### config.mk
export PLATFORM = sky130hd
export DESIGN_NAME = decomp_sram_arbiter
export DESIGN_NICKNAME = d
export VERILOG_FILES = /design/src/rtl/decomp_pkg.sv /design/src/rtl/rr_pick.sv /design/src/rtl/decomp_sram_arbiter.sv
export SDC_FILE = /design/constraint.sdc
export NUM_CORES = 1
export LEC_CHECK = 0
export CORE_UTILIZATION = 33
export CTS_BUF_LIST = sky130_fd_sc_hd__clkbuf_4 sky130_fd_sc_hd__clkbuf_8
export DETAILED_ROUTE_END_ITERATION = 7
export PLACE_DENSITY = 0.89
export SYNTH_ARGS = -nofsm -noshare
export SYNTH_HDL_FRONTEND = slang
export SYNTH_SLANG_ARGS = --single-unit
### constraint.sdc
create_clock -name Clock -period 6.4 [get_ports Clock]
set_input_delay 1.28 -clock Clock [delete_from_list [all_inputs] [get_ports Clock]]
set_output_delay 1.28 -clock Clock [all_outputs]
set_load 0.05 [all_outputs]
### src/rtl/decomp_pkg.sv
// Shared types and constants for the decompressor SRAM arbiter and its requesters.
// Requesters use the plane offsets to place the U and V planes in SRAM.
package decomp_pkg;

    localparam int SRAM_ADDR_W = 18;
    localparam int SRAM_DATA_W = 16;

    localparam int U_OFFSET = 38400;
    localparam int V_OFFSET = 57600;

    typedef enum logic {
        ARB_IDLE = 1'b0,
        ARB_OWN  = 1'b1
    } arb_state_t;

endpackage

### src/rtl/rr_pick.sv
// Combinational round-robin picker: first request at or after `pointer`, wrapping,
// ignoring channels in `exclude`. Produces a one-hot pick and a found flag.
module rr_pick #(
    parameter int N_CH  = 3,
    parameter int PTR_W = 2
) (
    input  logic [N_CH-1:0]  req,
    input  logic [PTR_W-1:0] pointer,
    input  logic [N_CH-1:0]  exclude,
    output logic [N_CH-1:0]  pick,
    output logic             found
);

    logic [N_CH-1:0]  cand;
    logic [PTR_W-1:0] idx;

    always_comb begin
        pick  = '0;
        found = 1'b0;
        idx   = '0;
        cand  = req & ~exclude;
        for (int k = 0; k < N_CH; k++) begin
            idx = PTR_W'((int'(pointer) + k) % N_CH);
            if (!found && cand[idx]) begin
                pick[idx] = 1'b1;
                found     = 1'b1;
            end
        end
    end

endmodule

### src/rtl/decomp_sram_arbiter.sv
// Round-robin SRAM port arbiter with burst lock/cap for the decompressor requesters.
// Read data returns to the issuing channel through a fixed-latency tagged pipe.
module decomp_sram_arbiter
    import decomp_pkg::*;
#(
    parameter int N_CH         = 3,
    parameter int MAX_BURST    = 8,
    parameter int READ_LATENCY = 2
) (
    input  logic                        Clock,
    input  logic                        Resetn,
    input  logic [N_CH-1:0]             req,
    input  logic [N_CH*SRAM_ADDR_W-1:0] req_addr,
    input  logic [N_CH*SRAM_DATA_W-1:0] req_wdata,
    input  logic [N_CH-1:0]             req_we_n,
    output logic [N_CH-1:0]             grant,
    output logic [N_CH-1:0]             rvalid,
    output logic [SRAM_DATA_W-1:0]      rdata,
    output logic [SRAM_ADDR_W-1:0]      SRAM_address,
    output logic [SRAM_DATA_W-1:0]      SRAM_write_data,
    output logic                        SRAM_we_n,
    input  logic [SRAM_DATA_W-1:0]      SRAM_read_data,
    output arb_state_t                  arb_state
);

    localparam int TAG_W = (N_CH > 1) ? $clog2(N_CH) : 1;
    localparam int CNT_W = (MAX_BURST > 1) ? $clog2(MAX_BURST) : 1;

    // Valid/ready style contract: a channel's access happens in every cycle where
    // grant[i] and req[i] are both high; there is no separate strobe or stall.

    arb_state_t        state_q, state_d;
    logic [N_CH-1:0]   grant_q, grant_d;
    logic [TAG_W-1:0]  owner_q, owner_d;
    logic [TAG_W-1:0]  rr_q, rr_d;
    logic [CNT_W-1:0]  burst_cnt_q, burst_cnt_d;

    logic [N_CH-1:0]   pick_oh;
    logic              pick_found;
    logic [TAG_W-1:0]  pick_idx;
    logic [TAG_W-1:0]  pick_next;
    logic [TAG_W-1:0]  owner_next;
    logic              owner_req;
    logic              access;
    logic              read_access;

    logic [READ_LATENCY-1:0] pipe_valid;
    logic [TAG_W-1:0]        pipe_tag [READ_LATENCY];

    // In ARB_OWN the pointer already sits at owner+1, so one picker serves both
    // the idle search and the owner-excluded re-arbitration.
    rr_pick #(
        .N_CH  (N_CH),
        .PTR_W (TAG_W)
    ) u_rr_pick (
        .req     (req),
        .pointer (rr_q),
        .exclude ((state_q == ARB_OWN) ? grant_q : '0),
        .pick    (pick_oh),
        .found   (pick_found)
    );

    always_comb begin
        pick_idx = '0;
        for (int i = 0; i < N_CH; i++) begin
            if (pick_oh[i]) pick_idx = TAG_W'(i);
        end
    end

    assign pick_next  = (pick_idx == TAG_W'(N_CH - 1)) ? '0 : pick_idx + TAG_W'(1);
    assign owner_next = (owner_q  == TAG_W'(N_CH - 1)) ? '0 : owner_q + TAG_W'(1);
    assign owner_req  = |(grant_q & req);
    assign access     = (state_q == ARB_OWN) && owner_req;

    always_comb begin
        SRAM_address    = '0;
        SRAM_write_data = '0;
        SRAM_we_n       = 1'b1;
        for (int i = 0; i < N_CH; i++) begin
            if (grant_q[i] && req[i]) begin
                SRAM_address    = req_addr[i*SRAM_ADDR_W +: SRAM_ADDR_W];
                SRAM_write_data = req_wdata[i*SRAM_DATA_W +: SRAM_DATA_W];
                SRAM_we_n       = req_we_n[i];
            end
        end
    end

    assign read_access = access && SRAM_we_n;

    always_comb begin
        state_d     = state_q;
        grant_d     = grant_q;
        owner_d     = owner_q;
        rr_d        = rr_q;
        burst_cnt_d = burst_cnt_q;
        case (state_q)
            ARB_IDLE: begin
                if (pick_found) begin
                    state_d     = ARB_OWN;
                    grant_d     = pick_oh;
                    owner_d     = pick_idx;
                    rr_d        = pick_next;
                    burst_cnt_d = '0;
                end
            end
            ARB_OWN: begin
                if (!owner_req) begin
                    burst_cnt_d = '0;
                    if (pick_found) begin
                        grant_d = pick_oh;
                        owner_d = pick_idx;
                        rr_d    = pick_next;
                    end else begin
                        state_d = ARB_IDLE;
                        grant_d = '0;
                        rr_d    = owner_next;
                    end
                end else if (burst_cnt_q == CNT_W'(MAX_BURST - 1)) begin
                    // Cap reached: hand over if anyone else waits, else restart the count.
                    burst_cnt_d = '0;
                    if (pick_found) begin
                        grant_d = pick_oh;
                        owner_d = pick_idx;
                        rr_d    = pick_next;
                    end
                end else begin
                    burst_cnt_d = burst_cnt_q + CNT_W'(1);
                end
            end
            default: begin
                state_d = ARB_IDLE;
                grant_d = '0;
            end
        endcase
    end

    always_ff @(posedge Clock or negedge Resetn) begin
        if (!Resetn) begin
            state_q     <= ARB_IDLE;
            grant_q     <= '0;
            owner_q     <= '0;
            rr_q        <= '0;
            burst_cnt_q <= '0;
        end else begin
            state_q     <= state_d;
            grant_q     <= grant_d;
            owner_q     <= owner_d;
            rr_q        <= rr_d;
            burst_cnt_q <= burst_cnt_d;
        end
    end

    always_ff @(posedge Clock or negedge Resetn) begin
        if (!Resetn) begin
            pipe_valid <= '0;
            for (int s = 0; s < READ_LATENCY; s++) pipe_tag[s] <= '0;
        end else begin
            pipe_valid[0] <= read_access;
            pipe_tag[0]   <= owner_q;
            for (int s = 1; s < READ_LATENCY; s++) begin
                pipe_valid[s] <= pipe_valid[s-1];
                pipe_tag[s]   <= pipe_tag[s-1];
            end
        end
    end

    always_comb begin
        rvalid = '0;
        for (int i = 0; i < N_CH; i++) begin
            rvalid[i] = pipe_valid[READ_LATENCY-1] && (pipe_tag[READ_LATENCY-1] == TAG_W'(i));
        end
    end

    assign rdata     = pipe_valid[READ_LATENCY-1] ? SRAM_read_data : '0;
    assign grant     = grant_q;
    assign arb_state = state_q;

endmodule

==> results.py <==
metrics = {
    "clock_network": {
        "htreeDepth": 1,
        "cts_buffers": 3,
        "clk_latency_ns": 0.24,
        "post_cts_buffers": 0,
        "cts_tree": "done",
        "holdBufCountCts": 0,
        "cts.sink_count": 17,
        "clkTransAtPathRegs_ns": 0.06,
        "cts_resized": 0,
        "cts_buffer_depth": 2,
        "clock-root-buffer": "clkbuf_8",
    },
    "global_routing": {
        "met2_usage_pct": 43.1,
        "busiest_layer": "met2",
        "grt_pass1_vias": 2316,
        "gr-usage-met1_pct": 32.0,
        "gr-total-overflow": 0,
        "grt_use_met3_pct": 8.33,
        "grt_max_degree": 51,
        "grt_util_all_layers_pct": 25.8,
        "antenna_found_initial": 1,
        "grt_pass1_wl_um": 12200,
    },
    "hold_path": {
        "hold_class": "register to register",
        "min_path_cells": 0,
    },
    "placed_design": {
        "port_buffers": 183,
        "place_congestion": 0.966,
        "dp_hpwl_um": 6340,
    },
    "synth": {
        "synth-seq-area-share_pct": 23.1,
        "synth.avg_cell_area_sq_um": 7.43,
        "syn-num-nets": 380,
        "yosysWarningCount": 0,
        "syn_inst": 248,
        "synth_area_sq_mm": 0.00184,
        "async_reset_ff_share_pct": 100,
        "synthDistinctLibCells": 50,
        "synth_edf_count": 0,
        "ys.flop_type": "dfrtp_1",
        "ys_ff_latch": 17,
    },
    "timing": {
        "relSlewSlack_pct": 48.1,
        "period_needed_ns": 5.11,
        "final_hold_viol_count": 0,
        "clock_skew_ns": 0.000831,
        "setup_viol_count_final": 0,
        "fin_setup_tns_ns": 0,
        "rsz0062_at_grt": "no",
        "worstMarginPinSlew_ns": 0.778,
        "holdWs_ns": 0.347,
        "final_max_slew_viol_count": 0,
        "max_freq_mhz": 196,
        "period_share_pct": 79.8,
    },
    "final_layout": {
        "num_antenna_cells": 0,
        "final_common_cell": "clkdlybuf4s50_1",
        "final_layout_size_suffix_gt1_share_pct": 5.02,
        "area.growth.synth_to_final_pct": 104,
        "fin_nets": 551,
        "final_cell_mix": "183 x clkdlybuf4s50_1, 45 x nand2_1, 37 x o21ai_0, 34 x a22oi_1, 20 x and2_1",
    },
    "critical_path": {
        "r2r_slack_ns": 3.97,
        "cp-endpoint": "SRAM_write_data[4]",
        "required_ns": 5.12,
        "cp-startpoint": "req[1]",
        "r2r_start": "grant[2]$_DFFE_PN0N_",
        "r2r_end": "grant[2]$_DFFE_PN0N_",
        "worstSetupEndpointType": "primary output",
        "crit_type": "input port to primary output",
        "cp_data_arrival_time_ns": 3.83,
        "start_kind": "input port",
        "crit_path_max_fanout": 38,
        "ff2ff_path_depth": 6,
    },
    "power": {
        "power_frac_seq_pct": 15.9,
        "p_total_mw": 1.15,
        "clkPwrFrac_pct": 7.0,
        "ir_drop_v": 0.000151,
        "power-per-cell-area_mw_per_mm2": 305,
        "p_int_mw": 0.537,
        "p_leak_nw": 1.40,
        "p_sw_mw": 0.608,
        "power_frac_comb_pct": 77.2,
        "switching_share_pct": 53.1,
    },
    "floorplanning": {
        "core_region_area_sq_mm": 0.00524,
        "die_w_um": 76.7,
        "die_h_um": 76.7,
        "initial_core_util_pct": 35.2,
        "rows": 26,
        "ios": 184,
        "design.die.area_sq_mm": 0.00589,
    },
    "drt": {
        "wirelength_um": 7820,
        "avgRoutedWirePerCell_um": 16.0,
        "drc": 0,
        "dr_total_vias": 2555,
        "dr.first_iter.drc_count": 153,
        "avgViaCountPerCell": 5.24,
        "drtPass1Iterations": 5,
        "postRouteAntennaNets": 0,
    },
    "flow_run": {
        "cap_viol_max_count": 0,
    },
    "run_status": {
        "status": "finished, final reports clean",
    },
}
[registers in the layout, indices dropped and copies added, names as in the netlist]
name         cells
arb_state        1
burst_cnt_q      3
grant            3
owner_q          2
pipe_tag         4
pipe_valid       2
rr_q             2
[power groups by stage]
stage	clock (mW)	sequential [mW]	combinational [mW]
after floorplan	0	0.193	0.583
after global placement	0	0.181	0.866
after detailed placement	0	0.183	0.879
after CTS	0.0811	0.182	0.881
after global routing	0.0868	0.188	0.944
final	0.0799	0.182	0.884
[area by class of cell]
type / instances / area, sq um
clock buffer: 4 / 48.8
fill: 430 / 1490
inverter: 3 / 11.3
multi-input combinational: 208 / 1320
sequential: 17 / 425
tap: 70 / 87.6
timing repair buffer: 186 / 1850
[critical path: stages]
cell             delay (ns)
clkdlybuf4s50_1        0.44
and2_1                 0.16
buf_4                  0.25
nor2_2                 0.14
buf_4                  0.34
a22oi_1                0.13
o21ai_0                0.23
clkdlybuf4s50_1        0.84
[Yosys cell counts (2+ instances only)]
cell type	count	share of area, %
a221o_1	2	1.1
nand2_1	45	9.2
and2_1	21	7.1
a21bo_2	2	1.1
nand2b_1	3	1.0
a22oi_1	34	14
o31ai_1	2	0.81
o21ai_0	37	10
a21oi_1	5	1.4
o21ai_1	2	0.54
mux2i_1	2	1.1
buf_1	2	0.41
nor3b_2	2	1.4
inv_1	3	0.61
ha_1	6	4.1
a22o_1	2	0.95
nand3b_1	2	0.81
nor2_1	7	1.4
nand3_1	3	0.81
clkbuf_1	14	2.9
buf_2	3	0.81
nor2b_1	4	1.4
a21boi_1	2	0.81
dfrtp_1	17	23
[cells by family (layout without fill, tap and decap cells)]
logic type / count (synthesis) / in the layout / synth area share [%]
AND/OR/NAND/NOR: 93 / 93 / 25.8
AO/OA/AOI/OAI: 106 / 106 / 40.1
flip-flops: 17 / 17 / 23.1
buffers and inverters: 23 / 193 / 5.30
adder cells (fa/ha/maj): 6 / 6 / 4.07
multiplexers: 3 / 3 / 1.70
[routing by layer]
metal	share of wire (%)	vias to the layer above
met1	41	1156
met2	47	138
li1	-	1253
met4	1.3	0
met3	11	8
met5	0	-
[through the flow]
step / setup slack, ns / std cells / utilization, % / area (sq um)
6_report: 1.29 / 488 / 71.6 / 3750
3_3_place_gp: 1.36 / 484 / 70.7 / 3700
5_1_grt: 1.14 / 488 / 71.6 / 3750
2_1_floorplan: 1.73 / 248 / - / 1840
3_5_place_dp: 1.31 / 484 / 70.7 / 3700
4_1_cts: 1.31 / 488 / 71.6 / 3750
[worst min path at each step]
stage / start / to / slack, ns
after floorplan: pipe_tag[2]$_DFF_PN0_ / pipe_tag[0]$_DFF_PN0_ / 0.33
after global placement: pipe_tag[3]$_DFF_PN0_ / pipe_tag[1]$_DFF_PN0_ / 0.33
after detailed placement: pipe_valid[0]$_DFF_PN0_ / pipe_valid[1]$_DFF_PN0_ / 0.34
after CTS: pipe_valid[0]$_DFF_PN0_ / pipe_valid[1]$_DFF_PN0_ / 0.35
after global routing: pipe_valid[0]$_DFF_PN0_ / pipe_valid[1]$_DFF_PN0_ / 0.36
final: pipe_valid[0]$_DFF_PN0_ / pipe_valid[1]$_DFF_PN0_ / 0.35
Power figures use the tool's default switching activity.
